--- config.mk ---
export PLATFORM = sky130hd
export DESIGN_NAME = sprite_sram_reader
export DESIGN_NICKNAME = d
export VERILOG_FILES = /design/src/rtl/sprite_sram_reader_pkg.sv /design/src/rtl/sprite_sram_reader.sv
export SDC_FILE = /design/constraint.sdc
export NUM_CORES = 1
export LEC_CHECK = 0
export BUFFER_PORTS_ARGS = -buffer_cell sky130_fd_sc_hd__buf_4
export CAP_MARGIN = 15
export CORE_AREA = 2 2 83 85
export CTS_BUF_LIST = sky130_fd_sc_hd__clkbuf_2
export DETAILED_ROUTE_END_ITERATION = 12
export DIE_AREA = 0 0 85 87
export GPL_ROUTABILITY_DRIVEN = 0
export PLACE_DENSITY_LB_ADDON = 0.2
export RECOVER_POWER = 100
export SYNTH_ARGS = -nofsm -noshare
export SYNTH_HDL_FRONTEND = slang
export SYNTH_SLANG_ARGS = --single-unit
--- constraint.sdc ---
create_clock -name Clk -period 2.2 [get_ports Clk]
set_input_delay 0.33 -clock Clk [delete_from_list [all_inputs] [get_ports Clk]]
set_output_delay 0.33 -clock Clk [all_outputs]
set_load 0.005 [all_outputs]
--- src/rtl/sprite_sram_reader_pkg.sv ---
// -----------------------------------------------------------------------------
// Numbers: shared types and constants for sprite_sram_reader.
//   state_t          - reader FSM states
//   PIXEL_*_OFFSET   - halfword offset of each half of a pixel in SRAM
//   MISS_LATENCY     - accept-to-response cycles when SRAM is read
//   HIT_LATENCY      - accept-to-response cycles on a cache hit
//   hw_addr()        - builds the SRAM halfword address for a pixel half
// -----------------------------------------------------------------------------
package Numbers;

    localparam int PIX_ADDR_W = 19;  // pixel index width actually used
    localparam int HW_ADDR_W  = 20;  // SRAM halfword address width
    localparam int PIXEL_W    = 24;  // {R,G,B}
    localparam int SRAM_DQ_W  = 16;

    // Sprite RAM layout: each pixel occupies two consecutive halfwords.
    localparam logic PIXEL_HI_OFFSET = 1'b0;  // {R,G}
    localparam logic PIXEL_LO_OFFSET = 1'b1;  // {8'h00,B}

    localparam int MISS_LATENCY = 3;
    localparam int HIT_LATENCY  = 1;

    typedef enum logic [1:0] {
        IDLE  = 2'd0,
        RD_HI = 2'd1,
        RD_LO = 2'd2,
        DONE  = 2'd3
    } state_t;

    function automatic logic [HW_ADDR_W-1:0] hw_addr(
        input logic [PIX_ADDR_W-1:0] pix,
        input logic                  offset
    );
        return {pix, offset};
    endfunction

endpackage

--- src/rtl/sprite_sram_reader.sv ---
// -----------------------------------------------------------------------------
// sprite_sram_reader: fetches one 24-bit pixel from a 16-bit asynchronous SRAM
// as two halfword reads ({R,G} then {8'h00,B}) and returns it with a
// one-cycle Rsp_Valid pulse.
//
// Optional build macro: SPRITE_CACHE_EN
//   When defined, a one-entry cache remembers the last pixel read from SRAM;
//   a repeated request for the same pixel responds one cycle after accept
//   without touching the SRAM.
//
// Ports:
//   Clk, Reset       clock, synchronous active-high reset
//   Req_Valid        request strobe (only sampled in IDLE)
//   Req_Addr[19:0]   pixel index; bit 19 ignored
//   Req_Ready        high while idle
//   Rsp_Valid        one-cycle pulse qualifying Data_Out
//   Data_Out[23:0]   pixel {R,G,B}, held between responses
//   Transparent      Data_Out == 0, registered alongside Data_Out
//   SRAM_ADDR[19:0]  halfword address (0 when not reading)
//   SRAM_DQ[15:0]    SRAM read data
//   SRAM_*_N         active-low SRAM controls; WE_N tied high (read-only)
//
// States:
//   IDLE  | waiting for a request, Req_Ready high
//   RD_HI | SRAM driven with {addr,0}; {R,G} captured at end of cycle
//   RD_LO | SRAM driven with {addr,1}; B captured at end of cycle
//   DONE  | Rsp_Valid high with the new Data_Out / Transparent
// -----------------------------------------------------------------------------
module sprite_sram_reader
    import Numbers::*;
(
    input  logic                 Clk,
    input  logic                 Reset,
    input  logic                 Req_Valid,
    input  logic [HW_ADDR_W-1:0] Req_Addr,
    output logic                 Req_Ready,
    output logic                 Rsp_Valid,
    output logic [PIXEL_W-1:0]   Data_Out,
    output logic                 Transparent,
    output logic [HW_ADDR_W-1:0] SRAM_ADDR,
    input  logic [SRAM_DQ_W-1:0] SRAM_DQ,
    output logic                 SRAM_CE_N,
    output logic                 SRAM_OE_N,
    output logic                 SRAM_WE_N,
    output logic                 SRAM_UB_N,
    output logic                 SRAM_LB_N
);

    state_t                  state;
    logic [PIX_ADDR_W-1:0]   addr;
    logic [SRAM_DQ_W-1:0]    hi_reg;
    logic [7:0]              lo_reg;
    logic                    sram_en_n;
    logic [PIXEL_W-1:0]      pixel_next;

    // Bit 19 of the request address is not part of the pixel index.
    logic unused_addr_msb;
    assign unused_addr_msb = Req_Addr[HW_ADDR_W-1];

    // Pixel completed at the end of RD_LO: captured high half plus the low
    // byte currently on the bus (the upper byte of that halfword is padding).
    assign pixel_next = {hi_reg, SRAM_DQ[7:0]};

    // All read-enables move together; the SRAM is never written.
    assign SRAM_CE_N = sram_en_n;
    assign SRAM_OE_N = sram_en_n;
    assign SRAM_UB_N = sram_en_n;
    assign SRAM_LB_N = sram_en_n;
    assign SRAM_WE_N = 1'b1;

`ifdef SPRITE_CACHE_EN
    logic [PIX_ADDR_W-1:0] cache_addr;
    logic [PIXEL_W-1:0]    cache_data;
    logic                  cache_valid;
    logic                  cache_hit;

    assign cache_hit = cache_valid && (Req_Addr[PIX_ADDR_W-1:0] == cache_addr);
`else
    // lo_reg only feeds the cache fill; without the cache nothing reads it.
    logic [7:0] unused_lo;
    assign unused_lo = lo_reg;
`endif

    always_ff @(posedge Clk) begin
        if (Reset) begin
            state       <= IDLE;
            addr        <= '0;
            hi_reg      <= '0;
            lo_reg      <= '0;
            Req_Ready   <= 1'b1;
            Rsp_Valid   <= 1'b0;
            Data_Out    <= '0;
            Transparent <= 1'b1;
            SRAM_ADDR   <= '0;
            sram_en_n   <= 1'b1;
`ifdef SPRITE_CACHE_EN
            cache_addr  <= '0;
            cache_data  <= '0;
            cache_valid <= 1'b0;
`endif
        end else begin
            Rsp_Valid <= 1'b0;
            case (state)
                IDLE: begin
                    if (Req_Valid) begin
                        addr      <= Req_Addr[PIX_ADDR_W-1:0];
                        Req_Ready <= 1'b0;
`ifdef SPRITE_CACHE_EN
                        if (cache_hit) begin
                            state       <= DONE;
                            Rsp_Valid   <= 1'b1;
                            Data_Out    <= cache_data;
                            Transparent <= (cache_data == '0);
                        end else begin
                            state     <= RD_HI;
                            SRAM_ADDR <= hw_addr(Req_Addr[PIX_ADDR_W-1:0], PIXEL_HI_OFFSET);
                            sram_en_n <= 1'b0;
                        end
`else
                        state     <= RD_HI;
                        SRAM_ADDR <= hw_addr(Req_Addr[PIX_ADDR_W-1:0], PIXEL_HI_OFFSET);
                        sram_en_n <= 1'b0;
`endif
                    end
                end
                RD_HI: begin
                    hi_reg    <= SRAM_DQ;
                    SRAM_ADDR <= hw_addr(addr, PIXEL_LO_OFFSET);
                    state     <= RD_LO;
                end
                RD_LO: begin
                    lo_reg      <= SRAM_DQ[7:0];
                    Data_Out    <= pixel_next;
                    Transparent <= (pixel_next == '0);
                    Rsp_Valid   <= 1'b1;
                    SRAM_ADDR   <= '0;
                    sram_en_n   <= 1'b1;
                    state       <= DONE;
                end
                DONE: begin
`ifdef SPRITE_CACHE_EN
                    // On a hit hi/lo still hold the last miss, which is what
                    // the cache already contains, so refilling is harmless.
                    cache_addr  <= addr;
                    cache_data  <= {hi_reg, lo_reg};
                    cache_valid <= 1'b1;
`endif
                    Req_Ready <= 1'b1;
                    state     <= IDLE;
                end
                default: begin
                    state     <= IDLE;
                    Req_Ready <= 1'b1;
                    SRAM_ADDR <= '0;
                    sram_en_n <= 1'b1;
                end
            endcase
        end
    end

endmodule

Word-level counts from Yosys, hierarchy flattened
Index checks and enable logic that the tools add are counted.
{ "op_classes": {"n_eq_ne": 4, "reduce_logical": 9, "muxes": 8} }
{ "ops": {"columns": ["operator", "n"], "rows": [
  ["case mux 20 bit (3 select lines)", 1],
  ["logical NOT 24 bit", 1],
  ["two-way mux 20 bit", 1],
  ["case mux 2 bit (4 select lines)", 1],
  ["AND reduction 2 bit", 4],
  ["equality test 2 bit (second input constant)", 2],
  ["case mux 1 bit (2 select lines)", 2],
  ["nonzero test 2 bit", 2],
  ["nonzero test 3 bit", 1],
  ["equality test 2 x 1 -> 1 bit (second input constant)", 1],
  ["logical NOT 2 bit", 1],
  ["two-way mux 1 bit", 2],
  ["two-way mux 2 bit", 1],
  ["!= test 2 bit (second input constant)", 1]
]} }
{ "word_totals": {"in_bits": 39, "register_bits": 85, "output_inout_bits": 52, "elab_cells": 30} }

Longest topological paths before layout
Gate-level depths: netlist of the first run.
{ "depth": {"depth_word": 3, "mapped_depth": 8} }

Worst setup path before layout of the first run
OpenSTA, ideal clock, no wires.
{ "synth_timing": {"path_kind": "register to register", "from": "register state[0]", "to": "register SRAM_ADDR[11]", "synth_period_minus_slack_ns": 1.568, "slack_ns": 0.632, "required_ns": 2.057, "arrival_time_ns": 1.425, "setup_time_ns": 0.143, "path_stages_with_launch": 8, "path_cell_list": "dfxtp_1 -> inv_1 -> ha_1 -> and2_1 -> buf_6 -> buf_6 -> a21oi_1 -> a211oi_2"} }
{ "synth_via": {"elab_chain_len": 3} }
{ "synth_rtl": {"columns": ["item", "line", "source"], "rows": [
  ["from (decl)", "sprite_sram_reader.sv:49", "state_t state;"],
  ["from (signal assigned)", "sprite_sram_reader.sv:86", "state <= IDLE;"],
  ["from (signal assigned)", "sprite_sram_reader.sv:120", "state <= RD_HI;"],
  ["from (signal assigned)", "sprite_sram_reader.sv:129", "state <= RD_LO;"],
  ["equality test 2 bit, or another cell as far along", "sprite_sram_reader.sv:103", "case (state)"],
  ["nonzero test 3 bit (no source line) / != test 2 bit (equally long branches)", null, null],
  ["AND reduction 2 bit (no source line)", null, null],
  ["to (signal assigned)", "sprite_sram_reader.sv:121", "SRAM_ADDR <= hw_addr(Req_Addr[PIX_ADDR_W-1:0], PIXEL_HI_OFFSET);"],
  ["to (signal assigned)", "sprite_sram_reader.sv:128", "SRAM_ADDR <= hw_addr(addr, PIXEL_LO_OFFSET);"],
  ["to (decl)", "sprite_sram_reader.sv:40", "output logic [HW_ADDR_W-1:0] SRAM_ADDR,"]
]} }
Parallel ways exist; a longest one is shown, timed or not.
A chain may end at the register's enable or synchronous reset.

Worst setup path in the final report of the first run
{ "layout_timing": {"from": "register state[0]", "to": "register SRAM_ADDR[0]"} }
The elaborated chain is that of the path after synthesis.

==> results of run 1 <==
[where the power goes]
part	total [uW]	leakage, uW	internal [uW]	switching [uW]
Clock	733	0.0000653	255	477
Combinational	2330	0.000938	1060	1270
Sequential	2200	0.000696	1950	244
[cells in the mapped netlist (all sizes together)]
cell type / instances / area [sq um]
clkbuf: 12 / 45.0
nand4: 1 / 6.26
buf: 18 / 144
conb: 1 / 3.75
nand2b: 2 / 12.5
nand2: 39 / 146
dfxtp: 85 / 1700
and2: 2 / 12.5
inv: 3 / 11.3
a21oi: 40 / 200
nor2b: 18 / 113
a311oi: 1 / 8.76
ha: 5 / 62.6
nor3: 1 / 5.00
o21bai: 2 / 15.0
nand3: 2 / 10.0
nor2: 67 / 251
mux2i: 42 / 420
o21ai: 1 / 5.00
nor4b: 1 / 8.76
nor4: 4 / 25.0
mux2: 1 / 15.0
a211oi: 19 / 193
[area by class of cell]
cell class	instances	area share (%)
clock buffers	11	1.34
well taps	80	2.43
clock inverters	3	0.942
flip-flops and latches	85	41.3
inverters	3	0.273
multi-input cells	249	36.8
repair buffers	97	17.0
[routing by layer]
layer | part of all wire [%] | vias up | wire, microns | track usage (%)
li1 | - | 1380 | - | -
met1 | 43 | 1239 | 3140 | 24.9
met2 | 49 | 80 | 3580 | 35.0
met3 | 6.3 | 11 | 459 | 4.55
met4 | 1.5 | 0 | 106 | 9.38
met5 | 0 | - | 0 | 0
[cell families (layout without fill, tap and decap cells)]
logic type	after synthesis	count (layout)	synth area share [%]
other	1	1	0.110
muxes	43	43	12.7
buffers and inverters	33	114	5.86
AOI/OAI and AO/OA	63	63	12.3
and+or+nand+nor	137	137	17.3
DFF	85	85	49.8
adders and majority gates	5	5	1.83
[worst reg2reg max path: cells and delay by family, from the launching register on]
kind / cells / cell delay [ps]
simple gates: 1 / 50
fa+ha+maj: 1 / 470
flops: 1 / 450
buf+inv: 1 / 90
mux: 2 / 780
[cell usage in the layout (no fill, tap or decap), drive strengths merged, types with 3 or more instances in the layout]
| cell | instances |
|---|---|
| nor4 | 4 |
| ha | 5 |
| dfxtp | 85 |
| a211oi | 19 |
| clkbuf | 66 |
| mux2i | 42 |
| buf | 42 |
| nand2 | 39 |
| nor2 | 67 |
| a21oi | 40 |
| inv | 3 |
| nor2b | 18 |
[per-stage QoR]
step | power [uW] | hold WS [ps] | instances | util, %
2_1_floorplan | 3970 | 437 | 367 | -
3_3_place_gp | 4570 | 443 | 514 | 61.7
3_5_place_dp | 4640 | 447 | 514 | 61.7
6_report | 5250 | 52.1 | 528 | 62.7
5_1_grt | 5670 | 7.83 | 528 | 62.7
4_1_cts | 5360 | 14.2 | 528 | 63.2
[path summary, 6_finish.rpt]
path	endpoint	slack (ps)	cells past startpoint
max	SRAM_ADDR[0]$_SDFFE_PP0P_	270	5
min reg2reg	addr[2]$_SDFFE_PP0P_	470	2
min	addr[12]$_SDFFE_PP0P_	50	3
max reg2reg	SRAM_ADDR[0]$_SDFFE_PP0P_	270	5
==> summary.txt, run 1 <==
initial DRC count: 88
RR Startpoint: state[0]$_SDFFE_PP0P_
Synth Instances: 367
nets: 489
status: completed
Routed wire per std cell: 13.8 microns
Final ANT Viol Nets: 0
Die H: 87 microns
maximum fanout along the worst path: 39
Multi-input gate area: 1510 sq um
Synth-to-Final Area Change: 20.6%
Critical Path AT: 2340 ps
f_max: 517 MHz
hpwl dp: 5100 microns
Syn Nets: 411
max incr delay on CP: 530 ps
clock skew: 21.5 ps
core area: 6570 sq um
DRC viols: 0
Critical path origin: state[0]$_SDFFE_PP0P_
WP data required: 2600 ps
largest reg by FF count: Data_Out
gr usage total: 20.6%
pre-CTS setup slack: 279 ps
power density over cell area: 1280 nW/um^2
FP Rows: 30
routed wire length: 7280 microns
largest net degree at the start of global routing: 46
CP bufs+invs: 1
final setup vio count: 0
MaxCap Viol Count: 0
Yosys cell types: 28
global-route wire length before repair: 12100 microns
clock-pin slew on the worst setup and hold paths: 200 ps
CTS Sinks: 85
max-slew violations: 0
Max Buffers Root-to-Sink: 2
unrepaired setup endpoints after global routing: false
Vias: 2710
Post-CTS Hold Buffers: 0
initial core utilization: 52.0%
Sequential Area: 1700 sq um
TritonRoute pass-1 iters: 4
min Tclk post-route: 1930 ps
number of buffers added on ports: 88
vias in the first global route: 2577
worst slew pin tran: 708 ps
# resized after CTS: 0
htree depth: 3
worst skew pair latency: 500 ps
critical path class: reg2reg
crit path launch type: flop
max-slew headroom at the worst pin: 52.8%
layout cells sized above 1: 25.7%
Diodes inserted: 0
Seq/Total Area, Yosys: 49.8%
die width: 85 microns
YS warnings: 0
P_leak: 0.00170 uW
FF+latch count, synth: 85
Via-to-Cell Ratio: 5.13
Crit. End Element: flop
CTS tree: done
critical path, cell by cell: inv_1 > ha_1 > mux2_4 > mux2i_1 > nor2_1
hold path startpoint: Req_Addr[12]
Max IR drop VDD: 0.694 mV
CTS root buffer: clkbuf_2
CP max stage cell: mux2_4
mapped cell area: 3420 sq um
Mapped Avg Cell Area: 9.31 sq um
registers with the most flip-flops: Data_Out x24, SRAM_ADDR x20, addr x19
total CTS buffers: 9
Ports: 91
max FFs per register: 24
Hold Crit Class: in2reg
GRT Residual Overflow: 0
final hold violations: 0
fill count: 622
Final WS setup: 266 ps
Die Area: 7400 sq um
Final Cycle Share: 87.9%
Post-CTS Setup Bufs: 0
dpl cell area: 4060 sq um
initial antenna violation count: 0
Sum Neg Setup Slack: 0 ps
Crit path max-delay family: multiplexers
post-route cell area: 4120 sq um
No activity file was read; power rests on OpenSTA's default activity.
==> run 2, diff against run 1 <==
- CORE_AREA: 2 2 83 85 -> 2 2 79 89
- DIE_AREA: 0 0 85 87 -> 0 0 81 91
- GPL_ROUTABILITY_DRIVEN: 0 -> unset
- GPL_TIMING_DRIVEN: unset -> 0
==> summary.txt, run 2 (same netlist as run 1, synthesis figures left out) <==
status: completed (unchanged)
most common cell after layout, fill and taps aside: dfxtp_1 (unchanged)
Critical path origin: state[0]$_SDFFE_PP0P_ (unchanged)
Crit. End Element: flop (unchanged)
f_max: 543 MHz (was 517 MHz)
CTS Sinks: 85 (unchanged)
non-filler instance count after layout: 553 (was 528)
registers with the most flip-flops: Data_Out x24, SRAM_ADDR x20, addr x19 (unchanged)
largest net degree at the start of global routing: 14 (was 46)
FP Rows: 31 (was 30)
routed wire length: 7710 microns (was 7280 microns)
Post-CTS Setup Bufs: 0 (unchanged)
TritonRoute pass-1 iters: 4 (unchanged)
final hold violations: 0 (unchanged)
critical path class: reg2reg (unchanged)
GPL Wtd Cong: 0.796
nets: 512 (was 489)
fin util: 66.0% (was 62.7%)
Max IR drop VDD: 0.511 mV (was 0.694 mV)
crit path launch type: flop (unchanged)
total power: 5430 uW (was 5250 uW)
Die Area: 7370 sq um (was 7400 sq um)
Ports: 91 (unchanged)
Sum Neg Setup Slack: 0 ps (unchanged)
WP data required: 2630 ps (was 2600 ps)
Critical Path AT: 2270 ps (was 2340 ps)
worst slew pin tran: 719 ps (was 708 ps)
maximum fanout along the worst path: 10 (was 39)
Vias: 2817 (was 2710)
CP endpoint: SRAM_ADDR[18]$_SDFFE_PP0P_ (was SRAM_ADDR[0]$_SDFFE_PP0P_)
CTS root buffer: clkbuf_2 (unchanged)
Synth-to-Final Area Change: 24.4% (was 20.6%)
CTS tree: done (unchanged)
hpwl dp: 5650 microns (was 5100 microns)
min Tclk post-route: 1840 ps (was 1930 ps)
largest reg by FF count: Data_Out (unchanged)
initial core utilization: 53.1% (was 52.0%)
worst skew pair latency: 520 ps (was 500 ps)
Via-to-Cell Ratio: 5.09 (was 5.13)
max incr delay on CP: 450 ps (was 530 ps)
initial antenna violation count: 0 (unchanged)
htree depth: 3 (unchanged)
commonest cells after routing, fill and taps aside: dfxtp_1 (85), nor2_1 (67), clkbuf_4 (46) (unchanged)
Diodes inserted: 0 (unchanged)
MaxCap Viol Count: 0 (unchanged)
clock-pin slew on the worst setup and hold paths: 230 ps (was 200 ps)
placed instance count: 536 (was 514)
max FFs per register: 24 (unchanged)
unrepaired setup endpoints after global routing: false (unchanged)
Max Buffers Root-to-Sink: 2 (unchanged)
gr usage total: 22.2% (was 20.6%)
total CTS buffers: 9 (unchanged)
max-slew headroom at the worst pin: 52.1% (was 52.8%)
initial DRC count: 55 (was 88)
GRT Residual Overflow: 0 (unchanged)
DRC viols: 0 (unchanged)
Die H: 91 microns (was 87 microns)
Routed wire per std cell: 13.9 microns (was 13.8 microns)
global-route wire length before repair: 12700 microns (was 12100 microns)
R2R Setup Slk: 360 ps (was 270 ps)
Hold Crit Class: in2reg (unchanged)
Final ANT Viol Nets: 0 (unchanged)
power density over cell area: 1280 nW/um^2 (about the same)
Final Cycle Share: 83.7% (was 87.9%)
max-slew violations: 0 (unchanged)
worst reg2reg path depth: 6 (was 5)
core area: 6440 sq um (was 6570 sq um)
reg2reg end: SRAM_ADDR[18]$_SDFFE_PP0P_ (was SRAM_ADDR[0]$_SDFFE_PP0P_)
critical path, cell by cell: inv_1 > ha_1 > mux2_1 > buf_6 > buf_8 > a211oi_1 (was inv_1 > ha_1 > mux2_4 > mux2i_1 > nor2_1)
final setup vio count: 0 (unchanged)
clock skew: 22.4 ps (was 21.5 ps)
layout cells sized above 1: 24.4% (was 25.7%)
P_leak: 0.00175 uW (was 0.00170 uW)
vias in the first global route: 2722 (was 2577)
RR Startpoint: state[0]$_SDFFE_PP0P_ (unchanged)
CP max stage cell: dfxtp_1 (was mux2_4)
die width: 81 microns (was 85 microns)
number of buffers added on ports: 87 (was 88)
[run 2: changes by cell type in the layout (fill, tap and decap cells not counted), moves of 2 or more]
| cell | delta |
|---|---|
| clkbuf_1 | +13 |
| a211oi_1 | +5 |
| a211oi_2 | -5 |
| clkbuf_2 | -5 |
| buf_6 | +4 |
| dlygate4sd3_1 | +3 |
| buf_2 | +2 |
| buf_4 | +2 |
| clkinvlp_4 | +2 |
[run 2: area by class of cell]
class	instances	area, sq um
multi-input cells	249	1490
repair buffers	90	664
fillers	563	2190
clock inverters	5	53.8
flip-flops and latches	85	1700
inverters	3	11.3
plain buffers	30	186
clock buffers	9	45.0
well taps	82	103
[run 2: stage by stage]
step | setup WS [ps] | cell area (sq um) | hold WS (ps)
finish | 359 | 4250 | 40.6
global route | 165 | 4250 | 7.26
CTS | 405 | 4270 | 4.06
detailed placement | 456 | 4170 | 448
global placement | 474 | 4170 | 442
floorplan | 632 | 3420 | 437
[run 2: what timing repair did]
item / CTS / global route
resized for setup: 0 / 0
hold buffers: 0 / 3
endpoints found under the hold margin: 0 / 3
[run 2: power breakdown]
part / leakage [uW] / internal, uW / switching [uW]
combinational: 0.000995 / 1180 / 1300
sequential: 0.000696 / 1950 / 247
clock: 0.0000573 / 244 / 506
total: 0.00175 / 3380 / 2050
[run 2: how the worst min path moves through the flow]
stage / startpoint / endpoint / slack, ps / cells past startpoint
final: SRAM_DQ[14] / hi_reg[14]$_SDFFE_PP0N_ / 40 / 3
after floorplan: addr[0]$_SDFFE_PP0P_ / addr[0]$_SDFFE_PP0P_ / 440 / 2
after global placement: addr[7]$_SDFFE_PP0P_ / addr[7]$_SDFFE_PP0P_ / 440 / 2
after CTS: Req_Addr[5] / addr[5]$_SDFFE_PP0P_ / 4 / 3
after global routing: Req_Addr[1] / addr[1]$_SDFFE_PP0P_ / 7 / 3
after detailed placement: addr[8]$_SDFFE_PP0P_ / addr[8]$_SDFFE_PP0P_ / 450 / 2
[run 2: metal layers]
metal  up-vias  share of wire (%)  GRT usage, %
met3        16                5.2          4.27
li1       1427                  -             -
met2        77                 51          39.2
met4         0                2.4          9.89
met1      1297                 42          25.3
met5         -                  0             0
[run 2: worst max-delay path: cells and delay by family (launching register included)]
kind	cells	cell delay, ps
compound gates	1	210
mux	1	350
flops	1	450
buf+inv	3	400
fa+ha+maj	1	360
